## src/rtl/sar_compare_ctrl_pkg.sv

```systemverilog
// Shared types for the SAR compare controller.
// SAR_SAMPLE is only reached when SAR_SETTLE_EN is defined.
package sar_compare_ctrl_pkg;

  localparam int SAR_WIDTH_DEF = 8;

  typedef enum logic [1:0] {
    SAR_IDLE   = 2'd0,
    SAR_SEARCH = 2'd1,
    SAR_DONE   = 2'd2,
    SAR_SAMPLE = 2'd3
  } sar_state_t;

endpackage

```

## src/rtl/sar_compare_ctrl_mask_shifter.sv

```systemverilog
// One-hot bit pointer for the SAR search.
// mask is 1<<k; last flags the pointer at bit 0.
module sar_mask_shifter #(
  parameter int WIDTH = 8
) (
  input  logic             clk,
  input  logic             rst_n,
  input  logic             load,
  input  logic             shift,
  output logic [WIDTH-1:0] mask,
  output logic             last
);

  localparam logic [WIDTH-1:0] TOP = {1'b1, {(WIDTH-1){1'b0}}};

  // Pointer parks at bit 0 instead of wrapping; load restarts it.
  always_ff @(posedge clk or negedge rst_n) begin
    if (!rst_n) begin
      mask <= TOP;
    end else if (load) begin
      mask <= TOP;
    end else if (shift && !last) begin
      mask <= mask >> 1;
    end
  end

  assign last = mask[0];

endmodule

```

## src/rtl/sar_compare_ctrl.sv

```systemverilog
// Successive-approximation controller driving DataB of a comparator.
// Define SAR_SETTLE_EN for two-cycle (set/sample) trials.
module sar_compare_ctrl
  import sar_compare_ctrl_pkg::*;
#(
  parameter int WIDTH = SAR_WIDTH_DEF
) (
  input  logic             clk,
  input  logic             rst_n,
  input  logic             start,
  input  logic             AGEB,
  output logic [WIDTH-1:0] DataB,
  output logic [WIDTH-1:0] result,
  output logic             busy,
  output logic             done
);

  sar_state_t       state;
  logic [WIDTH-1:0] acc;
  logic [WIDTH-1:0] mask;
  logic [WIDTH-1:0] trial;
  logic             last;
  logic             load;
  logic             decide;

  assign trial = acc | mask;
  assign load  = (state == SAR_IDLE) && start;

`ifdef SAR_SETTLE_EN
  assign decide = (state == SAR_SAMPLE);
`else
  assign decide = (state == SAR_SEARCH);
`endif

  sar_mask_shifter #(
    .WIDTH(WIDTH)
  ) u_mask (
    .clk  (clk),
    .rst_n(rst_n),
    .load (load),
    .shift(decide),
    .mask (mask),
    .last (last)
  );

  always_ff @(posedge clk or negedge rst_n) begin
    if (!rst_n) begin
      state  <= SAR_IDLE;
      acc    <= '0;
      result <= '0;
      busy   <= 1'b0;
      done   <= 1'b0;
    end else begin
      unique case (state)
        SAR_IDLE: begin
          if (start) begin
            state <= SAR_SEARCH;
            acc   <= '0;
            busy  <= 1'b1;
          end
        end
`ifdef SAR_SETTLE_EN
        SAR_SEARCH: begin
          state <= SAR_SAMPLE;
        end
        SAR_SAMPLE: begin
          if (AGEB) acc <= trial;
          if (last) begin
            state  <= SAR_DONE;
            done   <= 1'b1;
            result <= AGEB ? trial : acc;
          end else begin
            state <= SAR_SEARCH;
          end
        end
`else
        SAR_SEARCH: begin
          if (AGEB) acc <= trial;
          if (last) begin
            state  <= SAR_DONE;
            done   <= 1'b1;
            result <= AGEB ? trial : acc;
          end
        end
`endif
        SAR_DONE: begin
          state <= SAR_IDLE;
          done  <= 1'b0;
          busy  <= 1'b0;
        end
        default: begin
          state <= SAR_IDLE;
        end
      endcase
    end
  end

  // Decoded from registered state only, so AGEB never loops back.
  always_comb begin
    DataB = result;
    unique case (state)
      SAR_SEARCH: DataB = trial;
      SAR_SAMPLE: DataB = trial;
      SAR_DONE:   DataB = acc;
      default:    DataB = result;
    endcase
  end

endmodule

```

## config.mk

```make
export PLATFORM = sky130hd
export DESIGN_NAME = sar_compare_ctrl
export DESIGN_NICKNAME = d
export VERILOG_FILES = /design/src/rtl/sar_compare_ctrl_pkg.sv /design/src/rtl/sar_compare_ctrl_mask_shifter.sv /design/src/rtl/sar_compare_ctrl.sv
export SDC_FILE = /design/constraint.sdc
export NUM_CORES = 1
export LEC_CHECK = 0
export CAP_MARGIN = 10
export CORE_UTILIZATION = 54
export DETAILED_ROUTE_END_ITERATION = 8
export HOLD_SLACK_MARGIN = 0.06
export MAX_ROUTING_LAYER = met4
export PLACE_DENSITY = 0.8
export SYNTH_ARGS = -nofsm -noshare
export SYNTH_HDL_FRONTEND = slang
export SYNTH_HIERARCHICAL = 1
export SYNTH_SLANG_ARGS = --single-unit
```

## constraint.sdc

```tcl
create_clock -name clk -period 4.8 [get_ports clk]
set_clock_uncertainty 0.2 [all_clocks]
set_input_delay 0.96 -clock clk [delete_from_list [all_inputs] [get_ports clk]]
set_output_delay 0.96 -clock clk [all_outputs]
set_load 0.01 [all_outputs]
```

== Word-level counts from Yosys, hierarchy flattened ==
Index checks and enable logic that the tools add are counted.

* Register bits: 28
* Bits in latches: 0
* Bits in writable memories: 0
* Memory bits (read-only): 0
* Input bits: 4
* Output and inout bits: 18
* Word-level logic and storage cells: 39
* Memories kept: 0

* Add/subtract/negate cells: 0
* $mul: 0
* Div/mod/pow operators: 0
* Magnitude comparators: 0
* Eq/ne operators: 5
* Shift-type cells: 0
* Mux-type cells: 13
* Bitwise operators: 1
* Reductions and logical operators: 14

{| class="wikitable"
|+ Operators with widths
! cell !! number
|-
| two-way mux 8 bit || 4
|-
| case mux 8 bit (2 select lines) || 2
|-
| AND reduction 2 bit || 5
|-
| OR 8 bit || 1
|-
| nonzero test 2 bit || 4
|-
| equality test 2 bit, second input constant || 2
|-
| two-way mux 2 bit || 2
|-
| != test 2 bit, second input constant || 2
|-
| case mux 1 bit (2 select lines) || 2
|-
| case mux 2 bit (2 select lines) || 1
|-
| equality test 2 x 1 -> 1 bit, second input constant || 1
|-
| logical AND 1 bit || 2
|-
| logical NOT 2 bit || 1
|-
| two-way mux 1 bit || 2
|-
| OR reduction 2 bit || 1
|-
| logical NOT 1 bit || 1
|}

== Depth between registers and ports, before layout ==
Gate-level depths: netlist of run 1.

* Word-level depth: 4
* Depth in mapped cells: 6
* Gate-level depth less buffers: 4

== Modules after synthesis ==
The synthesis of run 1 kept the hierarchy.

{| class="wikitable"
|+ Modules (own cells, without submodules)
! module !! instances !! cells an instance !! area an instance (sq um) !! seq. area each (sq um)
|-
| sar_compare_ctrl || 1 || 107 || 1,081.0 || 500.5
|-
| sar_mask_shifter || 1 || 27 || 352.8 || 201.4
|}

== Worst setup path after synthesis of run 1 ==
OpenSTA, ideal clock, no wires.

* Path kind: flip-flop to output port
* Start: register state[0]
* End: output port DataB[5]
* Arrival: 1.008 ns
* Required time: 3.640 ns
* Path slack: 2.632 ns
* Stages on the path, launching flop included: 5
* Buffers on the path: 2
* Cells stage by stage: dfrtp_1 > buf_4 > buf_2 > nor3b_1 > a21oi_1

* Longest elaborated chain between the ends: 3
* Elaborated cells between the ends (all ways): 5
* Those cells by class: 3 x eq/ne; 1 x mux; 1 x reduce/logical

{| class="wikitable"
|+ Ends and longest elaborated chain
! item !! line !! source
|-
| start, declared || sar_compare_ctrl.sv:18 || <nowiki>sar_state_t state;</nowiki>
|-
| start signal, assigned || sar_compare_ctrl.sv:48 || <nowiki>state <= SAR_IDLE;</nowiki>
|-
| start signal, assigned || sar_compare_ctrl.sv:57 || <nowiki>state <= SAR_SEARCH;</nowiki>
|-
| start signal, assigned || sar_compare_ctrl.sv:80 || <nowiki>state <= SAR_DONE;</nowiki>
|-
| equality test 2 bit or equality test 2 x 1 -> 1 bit (tied branches) || sar_compare_ctrl.sv:101 || <nowiki>unique case (state)</nowiki>
|-
| OR reduction 2 bit (no source line) || -- ||
|-
| case mux 8 bit (2 select lines) (*) || sar_compare_ctrl.sv:101 ||
|-
| end, declared || sar_compare_ctrl.sv:12 || <nowiki>output logic [WIDTH-1:0] DataB,</nowiki>
|}

Mark *: on every way between the ends. The rest lies on a longest branch, timed or not.

== Final worst setup path of run 1 ==
* Start: register state[0]
* End: output port DataB[6]

Same word-level chain as after synthesis.

==> metrics.md, run 1 <==
| Metric | Value |
|---|---|
| Main combinational cell family by area after synthesis | `simple AND/OR/NAND/NOR gates` |
| RSZ-0062 raised after global routing | `false` |
| Crit path buf inv count | `2` |
| Maxcap violations | `0` |
| Deepest clock path buffer count | `2` |
| Wire per inst | `between 15 and 20 um` |
| Fill cells | `204` |
| Mapped Avg Cell Area | `10.70 um2` |
| Clk_lat worst skew | `~330 ps` |
| Cell count after synthesis | `around 130` |
| FF/Latch Area | `between 700 and 800 um2` |
| Outcome | `completed` |
| Crit path DAT | `between 2000 and 2500 ps` |
| Die Area | `0.002865 mm2` |
| Initial Util | `0.5736` |
| Initial antenna violation count | `0` |
| First-pass GRT wire length | `about 4600 um` |
| Compound-Gate Fraction of Synth Area | `0.1195` |
| CTS tree | `built` |
| Dpl hpwl | `~2000 um` |
| Total routed wirelength | `2838 um` |
| Min Clock Period, post-route | `approximately 3300 ps` |
| Leakage power | `just under 0.0007 uW` |
| Vias in the first global route | `between 900 and 1,000` |
| Critical Path End Type | `primary output` |
| Setup TNS | `0 ps` |
| H-tree depth | `1` |
| Clk slew on worst S/H paths | `between 100 and 150 ps` |
| Largest net degree at the start of global routing | `22` |
| Ports | `22` |
| CP cell instances | `inv_1, a21oi_1, clkdlybuf4s50_1` |
| CTS root buf | `clkbuf_4` |
| Pwr Density | `696.3 mW/mm2` |
| Core footprint | `between 0.002 and 0.0025 mm2` |
| Slowest cell on crit path | `dfrtp_1` |
| Required @ worst endpoint | `between 3000 and 4000 ps` |
| GRT overflow | `0` |
| F_max | `~300 MHz` |
| Critical Path Fanout Max | `21` |
| Synth Area in Simple Gates | `0.1623` |
| Gr usage total | `0.2339` |
| Top delay family on crit path | `buffers and inverters` |
| Iteration count of the initial detailed-routing pass | `4` |
| #FFs+latches synth | `28` |
| Unique masters post-synth | `26` |
| Cell taking the most area after synthesis | `dfrtp_1` |
| Mux contribution to synthesized area | `0.1466` |
| Post-Syn Nets | `around 140` |
| Share of layout cells above drive strength 1 | `0.06579` |
| Area of the multi-input gates | `around 600 um2` |
| Final net count | `around 160` |
| Kind of critical path | `register to primary output` |
| Fin. max-slew vios | `0` |
| Top cell type's share of synthesized area | `0.4712` |
| Antenna Nets Post-Route | `0` |
| Setup bufs post-CTS | `0` |
| Post_cts resized | `0` |
| PortBufs | `21` |
| Reg2reg path depth | `4` |
| Post-Layout Inst Area | `between 0.0015 and 0.002 mm2` |
| Crit share post-route | `0.6946` |
| Drt first-iter violations | `13` |
| VDD IR max | `slightly below 400 uV` |
| Post-CTS Hold Fix Bufs | `0` |
| Critical Path Max Stage Delay | `approximately 710 ps` |
| Via Count | `around 1,000` |
| TritonCTS Buffers | `3` |
| Rows | `18` |
| Commonest non-fill, non-tap cell in the layout | `dfrtp_1` |
| Slew headroom | `0.5141` |
| CTS sink count | `28` |
| Hold WC Path Type | `register to register` |
| Layout area overhead | `16.32%` |
| Via density | `around 5.7` |
| XOR/XNOR share of the synthesized area | `0` |
| Most frequent cells in the layout | `27 x dfrtp_1, 24 x a21oi_1, 21 x mux2i_1, 21 x clkdlybuf4s50_1, 16 x inv_1` |
| Synth warnings | `6` |
| GPL Wtd Cong | `0.7700` |
| Critical path launch point type | `register` |
| ANT cells | `0` |
| Placed Area | `between 0.0015 and 0.002 mm2` |
| Final hold violation count | `0` |
| Setup violators final | `0` |
| Post-Synth Adder-Cell Area | `0` |
| Sequential area share after synthesis | `0.4895` |
| Post-Syn Area | `around 0.0014 mm2` |
| Worst-Margin Slew | `728.8 ps` |
| Worst Hold Depth | `1` |
| Die Height | `53.53 um` |
| Residual DRC | `0` |
| Synth area leaders | `dfrtp_1 47%, mux2i_1 15%, a21oi_1 8.4%` |
| Cell depth of the worst setup path | `3` |
| Die W | `between 50 and 60 um` |
==> cell type report <==
cell class / count / area share
clock buffer: 4 / 0.02176
inverter: 16 / 0.03601
multi-input combinational: 82 / 0.3683
sequential: 28 / 0.4209
tap: 30 / 0.02251
timing repair buffer: 22 / 0.1305
==> worst paths after layout <==
check                                from        endpoint  slack [ps]
max                              state[0]        DataB[6]        1470
min                        u_mask/mask[7]  u_mask/mask[7]         350
max reg2reg                      state[0]  u_mask/mask[2]        2630
min reg2reg                u_mask/mask[7]  u_mask/mask[7]         350
max in group asynchronous           rst_n  u_mask/mask[7]        3020
min in group asynchronous           rst_n       result[3]         710
==> state kept, by name, indices dropped and copies added (netlist names) <==
name         flops
state            2
acc              8
u_mask/mask      8
result           8
done             1
busy             1
==> worst reg2reg max path: cells and delay by family, from the launching register on <==
kind                   cells  cell delay, ps
buffers and inverters      1             350
muxes                      1             190
and+or+nand+nor            2             660
DFF                        1             710
==> power breakdown <==
group,switching [uW],internal (uW)
registers,124,332
clock network,70.1,46.5
logic,255,334
==> kinds of logic (layout without fill, tap and decap cells) <==
group                  count (synthesis)  count (layout)
AO/OA/AOI/OAI                         31              31
AND/OR/NAND/NOR                       30              30
flip-flops                            28              28
buffers and inverters                 24              42
multiplexers                          21              21
==> cells in the mapped netlist <==
library cell	instances
nand2b_1	6
nand4bb_1	1
and3b_1	1
nor2_1	2
nand2b_4	1
and3b_2	1
nand2_1	1
a2bb2oi_1	1
buf_4	2
nor2b_1	1
inv_1	16
nand4b_1	6
buf_2	4
a21o_1	1
dfrtp_1	27
nor3b_1	8
mux2i_1	21
or3b_4	1
a21oi_1	24
o21ai_1	1
o21ai_0	1
and2b_4	1
a22o_1	2
o31ai_1	1
buf_6	2
dfstp_2	1
==> through the flow <==
step,power (uW),std cells,setup slack (ps),utilization,hold WS [ps]
6_report,1161,182,1466,0.6672,351.5
3_5_place_dp,1052,178,1865,0.6527,328.7
2_1_floorplan,806.0,134,2632,-,311.1
4_1_cts,1171,182,1476,0.6672,355.0
5_1_grt,1246,182,1301,0.6672,375.3
3_3_place_gp,1029,178,1917,0.6527,291.5
==> layer usage <==
| metal | track usage | part of all wire |
|---|---|---|
| met5 | - | 0 |
| met4 | 0.07895 | 0.011 |
| met3 | 0.03390 | 0.033 |
| met2 | 0.3667 | 0.49 |
| met1 | 0.3109 | 0.46 |
Note: power is estimated with default switching activity, not from simulation.
==> run 2, diff against run 1 <==
- CORE_UTILIZATION: 54 -> 52
- PLACE_DENSITY: 0.8 -> 0.77
- clock period: 4.8 -> 3.4 ns (I/O delays scaled with it)
==> run 2 against run 1 <==
Final cell count is the same. Sequential share of layout area is the same. Die area grew 3.7%. Worst hold slack lost 8.6 ps. Highest routed layer unchanged.
==> metrics.md, run 2 (synthesis results as in run 1) <==
| Metric | Value |
|---|---|
| Outcome | `completed` |
| Critical R2R Launch | `state[1]` |
| Core footprint | `0.002545 mm2 (+1.8%)` |
| Worst-Margin Slew | `788.3 ps (+59.51 ps)` |
| Fill cells | `203 (-0.49%)` |
| Share of layout cells above drive strength 1 | `0.06579 (unchanged)` |
| Final net count | `157 (unchanged)` |
| Drt first-iter violations | `21 (+8)` |
| Post-Layout Inst Area | `0.001668 mm2 (unchanged)` |
| Fin. max-slew vios | `0 (unchanged)` |
| Placed Area | `0.001632 mm2 (unchanged)` |
| CTS tree | `built` |
| RSZ-0062 raised after global routing | `false` |
| F_max | `roughly 320 MHz` |
| CP cell instances | `inv_1, a21oi_1, clkdlybuf4s50_1` |
| Commonest non-fill, non-tap cell in the layout | `dfrtp_1` |
| Busiest grt layer | `met2` |
| CTS root buf | `clkbuf_4` |
| Rows | `18 (unchanged)` |
| Slowest cell on crit path | `dfrtp_1` |
| Leakage power | `0.0006928 uW (unchanged)` |
| VDD IR max | `612.7 uV (+59%)` |
| Initial Util | `0.5634 (-0.01015)` |
| Met3 Usage GRT | `0.02778 (-0.006121)` |
| Total power | `1639 uW (+41%)` |
| Final hold violation count | `0 (unchanged)` |
| Initial antenna violation count | `0 (unchanged)` |
| Via Count | `1,053 (+0.67%)` |
| Die Area | `0.002971 mm2 (+3.7%)` |
| Total routed wirelength | `2858 um (+0.70%)` |
| Met1 Use GR | `0.2929 (-0.01805)` |
| Largest regs | `acc x8, result x8, u_mask/mask x8` |
| Critical Path End Type | `primary output` |
| Dpl hpwl | `1976 um (-0.66%)` |
| Critical path launch point type | `register` |
| Antenna Nets Post-Route | `0 (unchanged)` |
| Clk_lat worst skew | `320 ps (about the same)` |
| H-tree depth | `1 (unchanged)` |
| Area of the multi-input gates | `614.3 um2 (unchanged)` |
| GRT overflow | `0 (unchanged)` |
| Final core utilization | `0.6554 (-0.01181)` |
| Setup bufs post-CTS | `0 (unchanged)` |
| Wire per inst | `15.70 um (+0.70%)` |
| GPL Wtd Cong | `0.8090 (+5.1%)` |
| First-pass GRT wire length | `4657 um (+1.7%)` |
| Residual DRC | `0 (unchanged)` |
| Clk slew on worst S/H paths | `150 ps (about the same)` |
| Via density | `5.786 (+0.67%)` |
| Largest net degree at the start of global routing | `29 (+32%)` |
| Kind of critical path | `register to primary output` |
| Met2 Use GR | `0.3598 (-0.006911)` |
| Setup violators final | `0 (unchanged)` |
| Hold WC Path Type | `register to register` |
| Setup TNS | `0 ps (unchanged)` |
| Die Height | `54.51 um (+1.8%)` |
| Deepest clock path buffer count | `2 (unchanged)` |
| Crit share post-route | `0.9068` |
| Slew headroom | `0.4745 (-0.03967)` |
| Gr usage total | `0.2296 (-0.004223)` |
| Crit path DAT | `2200 ps (+30 ps)` |
| Layout area overhead | `16.32% (unchanged)` |
| Ports | `22 (unchanged)` |
| Post-CTS Hold Fix Bufs | `0 (unchanged)` |
| Most frequent cells in the layout | `27 x dfrtp_1, 24 x a21oi_1, 21 x mux2i_1, 21 x clkdlybuf4s50_1, 16 x inv_1` |
| FF/Latch Area | `701.9 um2 (unchanged)` |
| Critical Path Fanout Max | `21 (unchanged)` |
| Vias in the first global route | `1,044 (+6.9%)` |
| TritonCTS Buffers | `3 (unchanged)` |
| Min Clock Period, post-route | `roughly 3100 ps` |
| Critical Path Max Stage Delay | `740 ps (+30 ps)` |
| Register-to-register setup slack | `1230 ps (-1400 ps)` |
| Die W | `54.51 um (+1.8%)` |
| Maxcap violations | `0 (unchanged)` |
| CP Launch Point | `state[0]` |
| PortBufs | `21 (unchanged)` |
| Pwr Density | `982.6 mW/mm2 (+41%)` |
| CTS sink count | `28 (unchanged)` |
| Hold_sp | `result[7]` |
| Iteration count of the initial detailed-routing pass | `4 (unchanged)` |
| Worst Setup Slack, final | `317.0 ps (-1149 ps)` |
| Pre-CTS setup slack | `744.8 ps (-1120 ps)` |
| Required @ worst endpoint | `2520 ps (-1120 ps)` |
| ANT cells | `0 (unchanged)` |
| Post_cts resized | `0 (unchanged)` |
[run 2: cell counts in the layout (fill, tap and decap cells not counted)]
No cell type changed its count.
[run 2: per-layer routing]
layer | vias up | routed length (um)
met5 | - | 0
met1 | 528 | 1382
met4 | 0 | 31
met2 | 21 | 1363
li1 | 500 | -
met3 | 4 | 80
[run 2: final timing paths]
| path | end | depth (start not counted) |
|---|---|---|
| worst min register to register | result[7] | 2 |
| max in group asynchronous | u_mask/mask[7] | 2 |
| worst max-delay path | DataB[5] | 3 |
| worst min-delay path | result[7] | 2 |
| min in group asynchronous | result[0] | 2 |
| worst max register to register | u_mask/mask[5] | 4 |
[run 2: layout make-up]
class	count	share of cell area
flip-flops and latches	28	0.4209
multi-input cells	82	0.3683
repair buffers	22	0.1305
inverters	16	0.03601
well taps	30	0.02251
clock buffers	4	0.02176
[run 2: critical path: cells and delay by family, from the launching register on]
family | cells | cell delay [ps]
buffers and inverters | 2 | 900
DFF | 1 | 740
AOI/OAI and AO/OA | 1 | 240
[run 2: through the flow]
stage               instances  hold slack [ps]
detailed placement        178            328.1
CTS                       182            349.3
global placement          178            322.7
global route              182            371.0
floorplan                 134            184.4
finish                    182            342.9
[run 2: report_power, final]
| group | internal, uW | leakage (uW) | total (uW) | switching, uW |
|---|---|---|---|---|
| sequential | 469 | 0.000359 | 644 | 175 |
| clock | 65.5 | 0.0000210 | 162 | 96.1 |
| combinational | 471 | 0.000313 | 833 | 362 |
